[src/rtl/link_param_loader_pkg.sv]
// Shared decoder parameters: stage encodings, boundary-condition codes,
// link weight width derivation and the loader FSM state type.
package link_param_loader_pkg;

  localparam int STAGE_WIDTH = 3;

  localparam logic [STAGE_WIDTH-1:0] STAGE_IDLE                = 3'd0;
  localparam logic [STAGE_WIDTH-1:0] STAGE_PARAMETERS_LOADING  = 3'd1;
  localparam logic [STAGE_WIDTH-1:0] STAGE_ERASURE_LOADING     = 3'd2;
  localparam logic [STAGE_WIDTH-1:0] STAGE_MEASUREMENT_LOADING = 3'd3;
  localparam logic [STAGE_WIDTH-1:0] STAGE_GROW                = 3'd4;
  localparam logic [STAGE_WIDTH-1:0] STAGE_MERGE               = 3'd5;
  localparam logic [STAGE_WIDTH-1:0] STAGE_PEELING             = 3'd6;
  localparam logic [STAGE_WIDTH-1:0] STAGE_RESULT_VALID        = 3'd7;

  // Codes 2 and 3 both mean the link does not exist.
  localparam logic [1:0] BC_NORMAL      = 2'd0;
  localparam logic [1:0] BC_BOUNDARY    = 2'd1;
  localparam logic [1:0] BC_NONEXISTENT = 2'd2;

  function automatic int link_bit_width(input int max_weight);
    return $clog2(max_weight + 1);
  endfunction

  typedef enum logic [1:0] {
    S_IDLE,
    S_LOAD_PARAM,
    S_LOAD_ERASE,
    S_DONE
  } loader_state_t;

endpackage

[src/rtl/link_param_slot.sv]
// One link's weight/boundary/erasure registers with weight saturation.
// Erasure storage exists only when LINK_LOADER_ERASURE_EN is defined.
module link_param_slot
  import link_param_loader_pkg::*;
#(
  parameter int NUM_LINKS  = 16,
  parameter int MAX_WEIGHT = 2,
  parameter int SLOT_IDX   = 0,
  localparam int LINK_BIT_WIDTH = link_bit_width(MAX_WEIGHT),
  localparam int IDX_WIDTH      = $clog2(NUM_LINKS)
) (
  input  logic                      clk,
  input  logic                      reset,
  input  logic [IDX_WIDTH-1:0]      idx,
  input  logic                      param_we,
  input  logic                      erase_we,
  input  logic                      erase_clr,
  input  logic [LINK_BIT_WIDTH+1:0] data,
  output logic [LINK_BIT_WIDTH-1:0] weight,
  output logic [1:0]                bc,
  output logic                      erased
);

  localparam logic [LINK_BIT_WIDTH-1:0] WEIGHT_SAT = LINK_BIT_WIDTH'(MAX_WEIGHT);

  logic                      sel;
  logic [LINK_BIT_WIDTH-1:0] raw_weight;
  logic [LINK_BIT_WIDTH-1:0] weight_d, weight_q;
  logic [1:0]                bc_d, bc_q;

  assign sel        = (idx == IDX_WIDTH'(SLOT_IDX));
  assign raw_weight = data[LINK_BIT_WIDTH+1:2];

  always_comb begin
    weight_d = weight_q;
    bc_d     = bc_q;
    if (param_we && sel) begin
      weight_d = (raw_weight > WEIGHT_SAT) ? WEIGHT_SAT : raw_weight;
      bc_d     = data[1:0];
    end
  end

  always_ff @(posedge clk or posedge reset) begin
    if (reset) begin
      weight_q <= '0;
      bc_q     <= '0;
    end else begin
      weight_q <= weight_d;
      bc_q     <= bc_d;
    end
  end

  assign weight = weight_q;
  assign bc     = bc_q;

`ifdef LINK_LOADER_ERASURE_EN
  logic erased_d, erased_q;

  // Entering the erasure stage wipes every flag before new beats land.
  always_comb begin
    erased_d = erased_q;
    if (erase_clr) begin
      erased_d = 1'b0;
    end else if (erase_we && sel) begin
      erased_d = data[0];
    end
  end

  always_ff @(posedge clk or posedge reset) begin
    if (reset) begin
      erased_q <= 1'b0;
    end else begin
      erased_q <= erased_d;
    end
  end

  assign erased = erased_q;
`else
  logic unused_erase;
  assign unused_erase = ^{erase_we, erase_clr};
  assign erased       = 1'b0;
`endif

endmodule

[src/rtl/link_param_loader.sv]
// Streams per-link weight/boundary beats (and optionally erasure flags when
// LINK_LOADER_ERASURE_EN is defined) into NUM_LINKS link slots.
module link_param_loader
  import link_param_loader_pkg::*;
#(
  parameter int NUM_LINKS  = 16,
  parameter int MAX_WEIGHT = 2,
  localparam int LINK_BIT_WIDTH = link_bit_width(MAX_WEIGHT),
  localparam int IDX_WIDTH      = $clog2(NUM_LINKS)
) (
  input  logic                                clk,
  input  logic                                reset,
  input  logic [STAGE_WIDTH-1:0]              global_stage,
  input  logic                                in_valid,
  input  logic [LINK_BIT_WIDTH+1:0]           in_data,
  output logic                                in_ready,
  output logic [NUM_LINKS*LINK_BIT_WIDTH-1:0] weight_out,
  output logic [NUM_LINKS*2-1:0]              boundary_condition_out,
  output logic [NUM_LINKS-1:0]                erased_out,
  output logic                                load_done,
  output logic                                load_incomplete
);

  loader_state_t          state_d, state_q;
  logic [IDX_WIDTH-1:0]   idx_d, idx_q;
  logic                   incomplete_d, incomplete_q;
  logic                   erase_mode_d, erase_mode_q;
  logic                   param_we, erase_we, erase_clr;
  logic [STAGE_WIDTH-1:0] active_stage;
  logic                   stage_left, last_idx;

  // erase_mode remembers which loading stage DONE must wait to see end.
  assign active_stage = erase_mode_q ? STAGE_ERASURE_LOADING : STAGE_PARAMETERS_LOADING;
  assign stage_left   = (global_stage != active_stage);
  assign last_idx     = (idx_q == IDX_WIDTH'(NUM_LINKS - 1));

  always_comb begin
    state_d      = state_q;
    idx_d        = idx_q;
    incomplete_d = incomplete_q;
    erase_mode_d = erase_mode_q;
    param_we     = 1'b0;
    erase_we     = 1'b0;
    erase_clr    = 1'b0;
    case (state_q)
      S_IDLE: begin
        idx_d = '0;
        if (global_stage == STAGE_PARAMETERS_LOADING) begin
          state_d      = S_LOAD_PARAM;
          incomplete_d = 1'b0;
          erase_mode_d = 1'b0;
        end
`ifdef LINK_LOADER_ERASURE_EN
        else if (global_stage == STAGE_ERASURE_LOADING) begin
          state_d      = S_LOAD_ERASE;
          incomplete_d = 1'b0;
          erase_mode_d = 1'b1;
          erase_clr    = 1'b1;
        end
`endif
      end
      S_LOAD_PARAM, S_LOAD_ERASE: begin
        if (in_valid) begin
          param_we = (state_q == S_LOAD_PARAM);
          erase_we = (state_q == S_LOAD_ERASE);
          idx_d    = idx_q + IDX_WIDTH'(1);
        end
        // A final beat wins over a simultaneous stage change.
        if (in_valid && last_idx) begin
          state_d = S_DONE;
          idx_d   = '0;
        end else if (stage_left) begin
          state_d      = S_IDLE;
          incomplete_d = 1'b1;
          idx_d        = '0;
        end
      end
      S_DONE: begin
        idx_d = '0;
        if (stage_left) begin
          state_d = S_IDLE;
        end
      end
      default: begin
        state_d = S_IDLE;
        idx_d   = '0;
      end
    endcase
  end

  always_ff @(posedge clk or posedge reset) begin
    if (reset) begin
      state_q      <= S_IDLE;
      idx_q        <= '0;
      incomplete_q <= 1'b0;
      erase_mode_q <= 1'b0;
    end else begin
      state_q      <= state_d;
      idx_q        <= idx_d;
      incomplete_q <= incomplete_d;
      erase_mode_q <= erase_mode_d;
    end
  end

  assign in_ready        = (state_q == S_LOAD_PARAM) || (state_q == S_LOAD_ERASE);
  assign load_done       = (state_q == S_DONE);
  assign load_incomplete = incomplete_q;

  for (genvar gi = 0; gi < NUM_LINKS; gi++) begin : g_slot
    link_param_slot #(
      .NUM_LINKS  (NUM_LINKS),
      .MAX_WEIGHT (MAX_WEIGHT),
      .SLOT_IDX   (gi)
    ) u_slot (
      .clk       (clk),
      .reset     (reset),
      .idx       (idx_q),
      .param_we  (param_we),
      .erase_we  (erase_we),
      .erase_clr (erase_clr),
      .data      (in_data),
      .weight    (weight_out[gi*LINK_BIT_WIDTH +: LINK_BIT_WIDTH]),
      .bc        (boundary_condition_out[gi*2 +: 2]),
      .erased    (erased_out[gi])
    );
  end

endmodule

[config.mk]
export PLATFORM = sky130hd
export DESIGN_NAME = link_param_loader
export DESIGN_NICKNAME = d
export VERILOG_FILES = /design/src/rtl/link_param_loader_pkg.sv /design/src/rtl/link_param_slot.sv /design/src/rtl/link_param_loader.sv
export SDC_FILE = /design/constraint.sdc
export NUM_CORES = 1
export LEC_CHECK = 0
export BUFFER_PORTS_ARGS = -buffer_cell sky130_fd_sc_hd__buf_4
export CORE_AREA = 2 2 91 93
export CTS_CLUSTER_SIZE = 40
export DETAILED_ROUTE_END_ITERATION = 10
export DIE_AREA = 0 0 93 95
export PLACE_DENSITY = 0.64
export SETUP_SLACK_MARGIN = 0.1
export SLEW_MARGIN = 10
export SYNTH_ARGS = -nofsm -noshare
export SYNTH_HDL_FRONTEND = slang
export SYNTH_SLANG_ARGS = --single-unit
[constraint.sdc]
create_clock -name clk -period 2.4 [get_ports clk]
set_clock_uncertainty 0.05 [all_clocks]
set_input_delay 0.12 -clock clk [delete_from_list [all_inputs] [get_ports clk]]
set_output_delay 0.12 -clock clk [all_outputs]
set_load 0.01 [all_outputs]
; After elaboration in Yosys (flattened, before gate mapping)
; Cells that the tools add are included.
; Widths: inputs -> output; s select.
[word_totals]
reg_bits = 71
out_inout_bits = 83
elab_cells = 100
[classes]
n_addsub = 1
order_cmp = 1
n_eq_ne = 24
n_mux = 15
n_reduce_logical = 24
[ops]
columns = op, n
row1 = $eq 4x4->1 const B, 8
row2 = $logic_and 1x1->1, 17
row3 = $eq 4x3->1 const B, 4
row4 = $mux 4, 3
row5 = $eq 4x2->1 const B, 2
row6 = $mux 2, 4
row7 = $pmux 4 s2, 1
row8 = $ne 2x2->1 const B, 3
row9 = $pmux 2 s3, 1
row10 = $mux 1, 5
row11 = $add 4x1->4 const B, 1
row12 = $eq 2x2->1 const B, 2
row13 = $eq 4x1->1 const B, 1
row14 = $logic_not 4->1, 1
row15 = $ne 4x4->1 const B, 1
row16 = $reduce_and 4->1, 1
row17 = $reduce_or 2->1, 2
row18 = $eq 3x1->1 const B, 1
row19 = $ne 3x1->1 const B, 1
row20 = $eq 2x1->1 const B, 1
row21 = $gt 2x2->1 const B, 1
row22 = $logic_not 2->1, 1
row23 = $pmux 1 s2, 1
row24 = $reduce_bool 2->1, 1
row25 = $logic_or 1x1->1, 1

; Logic depth before layout (Yosys ltp)
; Gate-level depths: netlist of run 1.
[logic_depth]
ltp_word = 5
depth_mapped = 5
mapped_depth_nobuf = 5

; By module
; From an unflattened synthesis of run 1, not the netlist that was laid out.
[hier_totals]
hier_cells = 273
area_unflattened_um2 = 3627.2
[modules_own_cells]
columns = mod, instances, cells_each, area_per_inst_um2, seq_area_each_um2
row1 = link_param_slot (g_slot[10].u_slot ...), 5, 14, 201.4, 100.1
row2 = link_param_loader, 1, 47, 469.2, 175.2
row3 = link_param_slot (g_slot[13].u_slot ...), 2, 14, 216.5, 100.1
row4 = link_param_slot (g_slot[4].u_slot ...), 2, 14, 191.4, 100.1
row5 = link_param_slot (g_slot[11].u_slot ...), 2, 15, 190.2, 100.1
row6 = link_param_slot (g_slot[1].u_slot ...), 2, 14, 183.9, 100.1
row7 = link_param_slot (g_slot[15].u_slot), 1, 14, 210.2, 100.1
row8 = link_param_slot (g_slot[0].u_slot), 1, 14, 193.9, 100.1
row9 = link_param_slot (g_slot[12].u_slot), 1, 14, 182.7, 100.1

; Worst setup path before layout of run 1
; OpenSTA, ideal clock, no wires.
[synth_timing]
kind = register to register
startpoint = register state_q[1]
endpoint = register g_slot[3].u_slot.bc_q[0]
setup_ns = 0.125
t_arrival_ns = 1.406
setup_slack_ns = 0.819
stages_incl_launch_ff = 6
path_buffers = 0
period_less_slack_ns = 1.581
cell_sequence = dfrtp_1 inv_1 ha_1 nand2_1 nor3_2 mux2_2
[synth_via]
elab_chain_cells = 4
elab_cells_between_ends = 6
cone_classes = eq/ne (2) / mux (2) / reduce/logical (2)
[synth_rtl]
columns = item, line
row1 = "start, declared", link_param_loader.sv:24  ; loader_state_t state_d, state_q;
row2 = "start signal, assigned", link_param_loader.sv:98  ; state_q <= state_d;
row3 = $eq 2x1->1 / $eq 2x2->1 (equally long branches), "link_param_loader.sv:45, link_param_loader.sv:64"
row4 = $mux 1 / $reduce_or 2->1 (equally long branches), "link_param_loader.sv:63, link_param_loader.sv:45"
row5 = $mux 1 *, link_param_loader.sv:45  ; case (state_q)
row6 = $logic_and 1x1->1 *, link_param_slot.sv:37  ; if (param_we && sel) begin
row7 = "end signal, assigned", link_param_slot.sv:46  ; bc_q <= '0;
row8 = "end signal, assigned", link_param_slot.sv:49  ; bc_q <= bc_d;
row9 = "end, declared", link_param_slot.sv:29  ; logic [1:0] bc_d, bc_q;
; Mark *: on every way between the ends. The rest lies on a longest branch, timed or not.
; A chain may end at the register's enable or synchronous reset.

; Final worst setup path of run 1
; Ends and elaborated chain as after synthesis.

==> results of run 1 <==
## path summary, 6_finish.rpt
path,end,slack [ns],cells after the start
max in group asynchronous,g_slot[14].u_slot.bc[0],1.29,4
worst min-delay path,idx_q[0],0.06,3
min in group asynchronous,state_q[0],0.37,3
worst max register to register,g_slot[3].u_slot.bc[0],0.66,5
worst min register to register,g_slot[6].u_slot.bc[1],0.46,1
worst max-delay path,g_slot[3].u_slot.bc[0],0.66,5
## stage by stage
step | util | setup WS, ns | hold WS [ns]
after detailed placement | 0.4684 | 0.6672 | 0.1962
after floorplan | - | 0.4334 | 0.2205
after CTS | 0.4978 | 0.6566 | 0.04309
final | 0.4978 | 0.6559 | 0.06218
after global routing | 0.4978 | 0.5007 | 0.07186
after global placement | 0.4684 | 0.6854 | 0.1936
## state kept, by name (all words and copies together), names as in the netlist
signal and cells:
g_slot.u_slot.bc 32, idx_q 4, load_incomplete 1, state_q 2, g_slot.u_slot.weight 32
## worst max-delay path: stages, from the launching register on
cell and delay, ns:
dfrtp_1 0.42, inv_1 0.09, ha_1 0.24, nand2_1 0.14, nor3_2 0.32, mux2_2 0.38
## kinds of logic after synthesis
logic type / synth area share
and+or+nand+nor: 0.07390
adders and majority gates: 0.02842
AOI/OAI and AO/OA: 0.01989
buffers and inverters: 0.05724
DFF: 0.5765
other: 0.001217
xor gates and xnor gates: 0.005685
muxes: 0.2371
## power groups by stage
stage / Combinational [mW] / Clock, mW / Sequential [mW]
finish: 0.380 / 1.06 / 1.31
global route: 0.417 / 1.14 / 1.32
CTS: 0.384 / 1.09 / 1.31
detailed placement: 0.382 / 0 / 1.34
global placement: 0.376 / 0 / 1.33
floorplan: 0.202 / 0 / 1.35
## synthesized netlist by cell type (2+ instances only)
| cell type | number | share of area |
|---|---|---|
| ha_1 | 7 | 0.028 |
| mux2_2 | 64 | 0.23 |
| nor2_1 | 5 | 0.0061 |
| o21ai_0 | 4 | 0.0065 |
| buf_4 | 17 | 0.041 |
| inv_1 | 6 | 0.0073 |
| clkbuf_1 | 4 | 0.0049 |
| nand2_1 | 18 | 0.022 |
| and4b_1 | 2 | 0.0065 |
| a21oi_1 | 2 | 0.0032 |
| dfrtp_1 | 71 | 0.58 |
| o211ai_1 | 2 | 0.0049 |
| nand3_1 | 3 | 0.0049 |
## metal layers
| metal | up-vias | GRT usage |
|---|---|---|
| met5 | - | 0 |
| met2 | 65 | 0.2500 |
| met4 | 0 | 0.05882 |
| li1 | 916 | - |
| met1 | 1026 | 0.2095 |
| met3 | 7 | 0.04948 |
## area by class of cell
type | count | area (um2)
fill | 761 | 3981
clock buffer | 11 | 141.4
multi-input combinational | 140 | 1185
clock inverter | 5 | 81.33
inverter | 6 | 22.52
timing repair buffer | 79 | 608.1
sequential | 71 | 1777
tap | 105 | 131.4
==> metrics.txt, run 1 <==
status=finished clean; WL final=between 6000 and 7000 um; vias in the first global route=approximately 2000; diode count=0; Async S/R FF share, synth=1.000; clock share of power=0.386; nets@finish=324; Worst setup EP type=flip-flop; first-pass GRT wire length=10630 um; Most used DFF post-synth=dfrtp_1; # setup viols final=0; FF+latch count, synth=71; max-slew violations=0; placed wire-length estimate=4616 um; CTS sink cnt=71; worst-path fanout max=6; Cells after Synth=224; via count=2014; global-route usage over all layers=0.1595; Setup CP Type=reg -> reg; synthesized area per cell=about 14 um2; area grow syn2layout=28.06%; largest net degree at the start of global routing=45; Fin. Hold Viols=0; routed length on met3=399 um; DRC violations left=0; CTS H-Tree Depth=3; sequential-to-total area share from yosys stat=0.5765; max_cap viols=0; Yosys cell types=32; min Tclk post-route=roughly 1.7 ns; Die Y=95 um; placed cell count=400; initial detailed-routing violation count=34; Fin Setup TNS=0 ns; worst relative slew slack=0.5818; vias per inst=4.830; CTS tree=done; RSZ-0062 raised after global routing=no; cell area after synthesis=between 3000 and 4000 um2; Peak supply drop=about 0.00031 V; Post-Layout Cell Count=roughly 420; Critical Path Start Type=flip-flop; Die Wd=between 90 and 100 um; hold path startpoint=in_valid; Max Clk Rate=573.4 MHz; GR Overflow Total=0; CTS root buffer=clkbuf_8; CP startpoint=state_q[1]; Synthesis Warnings=0; R2R Path Start=state_q[1]; PortBufs=76; commonest non-fill, non-tap cells in the layout=77 x buf_4, 71 x dfrtp_1, 64 x mux2_2, 18 x nand2_1, 16 x conb_1; antenna violations before repair=0; post-cts repair resize count=0; met2 WL=approximately 3100 um; layout cells sized above 1=0.5192; RePlAce Congestion=0.8362; Clock Pin Slew Worst Setup and Hold Paths=0.08 ns; Overall Power=2.754 mW; hold crit path type=in -> reg; post-place instance area=3714 um2; Crit path arrival time=1.93 ns; core box area=7928 um2; DRT Pass-1 Iters=4; Initial Util=0.3887; Routed Antenna Nets=0; io pins=93; Flop pwr share=0.476; die area=just under 9000 um2; CTS Hold Buffers Added=1; fin area=between 3000 and 4000 um2; TritonCTS Buffers=9; Slew @ Worst Pin=roughly 0.63 ns; WP data required=2.58 ns; commonest non-fill, non-tap cell in the layout=buf_4; fin crit share=0.7267; worst skew pair latency=approximately 0.34 ns; post-DR wirelength/cell=15.72 um; switch share=0.2529; total setup buffers inserted after CTS=0; Pwr per Cell Area=roughly 700 nW/um2; Leak=2.062 nW; uppermost layer routed=met4; num rows=33; net switching power=0.6964 mW; combinational cell fraction of total power=0.138; internal power=about 2.1 mW; Post-synth EDFFs=0; WL met1=around 3000 um; clock buffer depth=2
Note: power is estimated with default switching activity, not from simulation.
==> run 2, diff against run 1 <==
--- a/config.mk
+++ b/config.mk
@@ -5,12 +5,13 @@
 export SDC_FILE = /design/constraint.sdc
 export NUM_CORES = 1
 export LEC_CHECK = 0
+export ABC_AREA = 1
 export BUFFER_PORTS_ARGS = -buffer_cell sky130_fd_sc_hd__buf_4
 export CORE_AREA = 2 2 91 93
 export CTS_CLUSTER_SIZE = 40
 export DETAILED_ROUTE_END_ITERATION = 10
 export DIE_AREA = 0 0 93 95
-export PLACE_DENSITY = 0.64
+export PLACE_DENSITY = 0.66
 export SETUP_SLACK_MARGIN = 0.1
 export SLEW_MARGIN = 10
 export SYNTH_ARGS = -nofsm -noshare
==> constraint.sdc (replaced) <==
create_clock -name clk -period 1.6 [get_ports clk]
set_clock_uncertainty 0.05 [all_clocks]
set_input_delay 0.08 -clock clk [delete_from_list [all_inputs] [get_ports clk]]
set_output_delay 0.08 -clock clk [all_outputs]
set_load 0.01 [all_outputs]
==> run 2 against run 1 <==
Non-clock buffer count is 15 higher. Critical path depth is 3 higher. Worst setup slack worse by 0.52 ns. Cell count is 25% higher. Core utilization is 1.8 points higher. Clock power is 33% higher. Sequential share of layout area is 1.5 points lower. Clock-buffer cell count is 1 higher. Register-to-register slack worse by 0.52 ns. Critical path type unchanged.
==> metrics.txt, run 2 <==
status=finished clean; TritonCTS Buffers=9 (unchanged); max incr delay on CP=0.40 ns (-0.02 ns); area of the multi-input gates=1160 um2 (-2.1%); cell area after synthesis=3049 um2 (-1.1%); layout cells sized above 1=0.3549 (-0.1643); fin area=4085 um2 (+3.5%); PortBufs=76 (unchanged); Clock Pin Slew Worst Setup and Hold Paths=0.07 ns (about the same); placed cell count=496 (+24%); hold slack=0.02175 ns (-0.04043 ns); via count=2384 (+18%); fill count=765 (+0.53%); combinational cell fraction of total power=0.189 (+0.051); clock buffer depth=2 (unchanged); post-DR wirelength/cell=13.45 um (-14%); Pwr per Cell Area=1010 nW/um2 (+45%); first-pass GRT wire length=11140 um (+4.9%); clock share of power=0.343 (-0.043); Cells after Synth=314 (+40%); commonest non-fill, non-tap cells in the layout=89 x buf_4, 77 x nand2_1, 71 x dfrtp_1, 61 x o21ai_1, 16 x conb_1; synthesized area per cell=9.711 um2 (-29%); Critical Path Start Type=flip-flop; worst-path fanout max=8 (+2); post-place instance area=3736 um2 (+0.61%); Die Wd=93 um (unchanged); Crit-path slowest cell=dfrtp_1; Setup CP Type=reg -> reg; fin crit share=0.9177 (+0.1910); max_cap viols=0 (unchanged); critical-path cell list=inv_2, ha_4, nand2_4, nor2_4, buf_4, nand2_4, nand2_1, o21ai_1; Async S/R FF share, synth=1.000 (unchanged); global-route usage over all layers=0.1666 (+0.007123); antenna violations before repair=0 (unchanged); switch share=0.2619 (+0.008987); WP data required=1.76 ns (-0.82 ns); diode count=0 (unchanged); CTS sink cnt=71 (unchanged); DRC violations left=0 (unchanged); Most used DFF post-synth=dfrtp_1; RePlAce Congestion=0.7667 (-8.3%); placed wire-length estimate=4754 um (+3.0%); CTS tree=done; commonest non-fill, non-tap cell in the layout=buf_4; Worst setup EP type=flip-flop; area fraction of the dominant cell type after synthesis=0.5827 (+0.006151); hold crit path type=in -> reg; Yosys top cell by area=dfrtp_1; CTS root buffer=clkbuf_8; vias in the first global route=2225 (+9.2%); max-slew violations=0 (unchanged); Crit path arrival time=1.63 ns (-0.30 ns); RSZ-0062 raised after global routing=yes; Yosys cell types=23 (-28%); Synthesis Warnings=0 (unchanged); FF+latch count, synth=71 (unchanged); cell mode on critical path=nand2_4; Die Y=95 um (unchanged); Routed Antenna Nets=0 (unchanged); DRT Pass-1 Iters=4 (unchanged); top-count cell post-synth=nand2_1; Fin. Hold Viols=0 (unchanged); GR Overflow Total=0 (unchanged); nets@finish=430 (+33%); Reg area=1777 um2 (unchanged); die area=8835 um2 (unchanged); num rows=33 (unchanged); min Tclk post-route=1.468 ns (-0.2758 ns); initial detailed-routing violation count=102 (+200%); largest net degree at the start of global routing=72 (+60%); Leak=2.130 nW (+3.3%); Max Clk Rate=681.1 MHz (+19%); net switching power=1.080 mW (+55%); WL final=7020 um (+7.1%); core box area=7928 um2 (unchanged); CTS H-Tree Depth=3 (unchanged); Synth area leaders=dfrtp_1 58%, o21ai_1 10%, nand2_1 9.6%; internal power=3.045 mW (+48%); sequential-to-total area share from yosys stat=0.5827 (+0.006151); vias per inst=4.567 (-5.4%); Flop pwr share=0.468 (-0.008); Post-Layout Cell Count=522 (+25%); worst skew pair latency=0.33 ns (about the same); Post-synth EDFFs=0 (unchanged); # setup viols final=0 (unchanged); Fin Setup TNS=0 ns (unchanged); area grow syn2layout=33.98%; crit path buf inv count=2 (+1); most frequent cells after synthesis=78 x nand2_1, 71 x dfrtp_1, 61 x o21ai_1; Peak supply drop=0.0004244 V (+38%); io pins=93 (unchanged); crit-path leading delay family=simple AND/OR/NAND/NOR gates; Initial Util=0.3846 (-0.004104)
-- run 2: changes by cell type in the layout (fill, tap and decap cells not counted), moves of 6 or more --
cell     change
buf_4       +12
inv_1       +10
mux2_2      -64
nand2_1     +59
nand2_2     +13
nand2_4      +8
nor2_4       +6
o21ai_1     +61
-- run 2: path summary, 6_finish.rpt --
path / start / end / depth (start not counted) / slack, ns
min in group asynchronous: reset / state_q[1] / 4 / 0.34
hold reg to reg: g_slot[5].u_slot.weight[0] / g_slot[5].u_slot.weight[0] / 2 / 0.44
setup / recovery: state_q[1] / g_slot[4].u_slot.bc[0] / 8 / 0.13
setup reg to reg: state_q[1] / g_slot[4].u_slot.bc[0] / 8 / 0.13
max in group asynchronous: reset / g_slot[13].u_slot.bc[1] / 4 / 0.85
hold / removal: in_valid / idx_q[1] / 3 / 0.02
-- run 2: layout make-up --
cell class / count / share of cell area
Timing Repair Buffer: 94 / 0.1792
Clock buffer: 12 / 0.03798
Clock inverter: 3 / 0.01041
Multi-Input combinational cell: 215 / 0.2839
Inverter: 22 / 0.02144
Sequential cell: 71 / 0.4349
Tap cell: 105 / 0.03216
-- run 2: through the flow --
stage | power, mW | util | worst slack, ns
2_1_floorplan | 2.336 | - | 0.1858
3_3_place_gp | 2.559 | 0.4713 | 0.1424
3_5_place_dp | 2.572 | 0.4713 | 0.1084
4_1_cts | 4.051 | 0.5013 | 0.1129
5_1_grt | 4.360 | 0.5153 | 0.04740
6_report | 4.125 | 0.5153 | 0.1317
-- run 2: cell families (layout without fill, tap and decap cells) --
kind of cell / Yosys count / count (layout) / share of synthesized area
buf+inv: 43 / 131 / 0.07345
simple gates: 123 / 123 / 0.1937
other cells: 1 / 16 / 0.001230
flops: 71 / 71 / 0.5827
compound gates: 68 / 68 / 0.1174
xor+xnor: 1 / 1 / 0.002873
fa+ha+maj: 7 / 7 / 0.02872
-- run 2: power by group through the flow --
stage               Combinational [mW]  Sequential, mW  Clock [mW]
finish                           0.778            1.93        1.41
global route                     0.855            1.94        1.56
CTS                              0.653            1.93        1.47
detailed placement               0.599            1.97           0
global placement                 0.589            1.97           0
floorplan                        0.341            2.00           0
-- run 2: layer usage --
metal,share of wire,routed length (um),global-route usage
met2,0.47,3315,0.2615
met1,0.46,3232,0.2211
met3,0.056,395,0.05746
met5,0,0,0
met4,0.011,77,0.04657
-- run 2: tightest hold or removal path: stages --
cell	delay, ns
buf_4	0.14
nand3_1	0.08
o21ai_1	0.06
-- run 2: repair_timing --
action / 4_1_cts / 5_1_grt
hold endpoints to repair: 71 / 0
setup buffers: 2 / 8
hold buffers: 1 / 0
pin swaps: 0 / 1
resized for setup: 3 / 11
endpoints found under the setup margin: 3 / 49
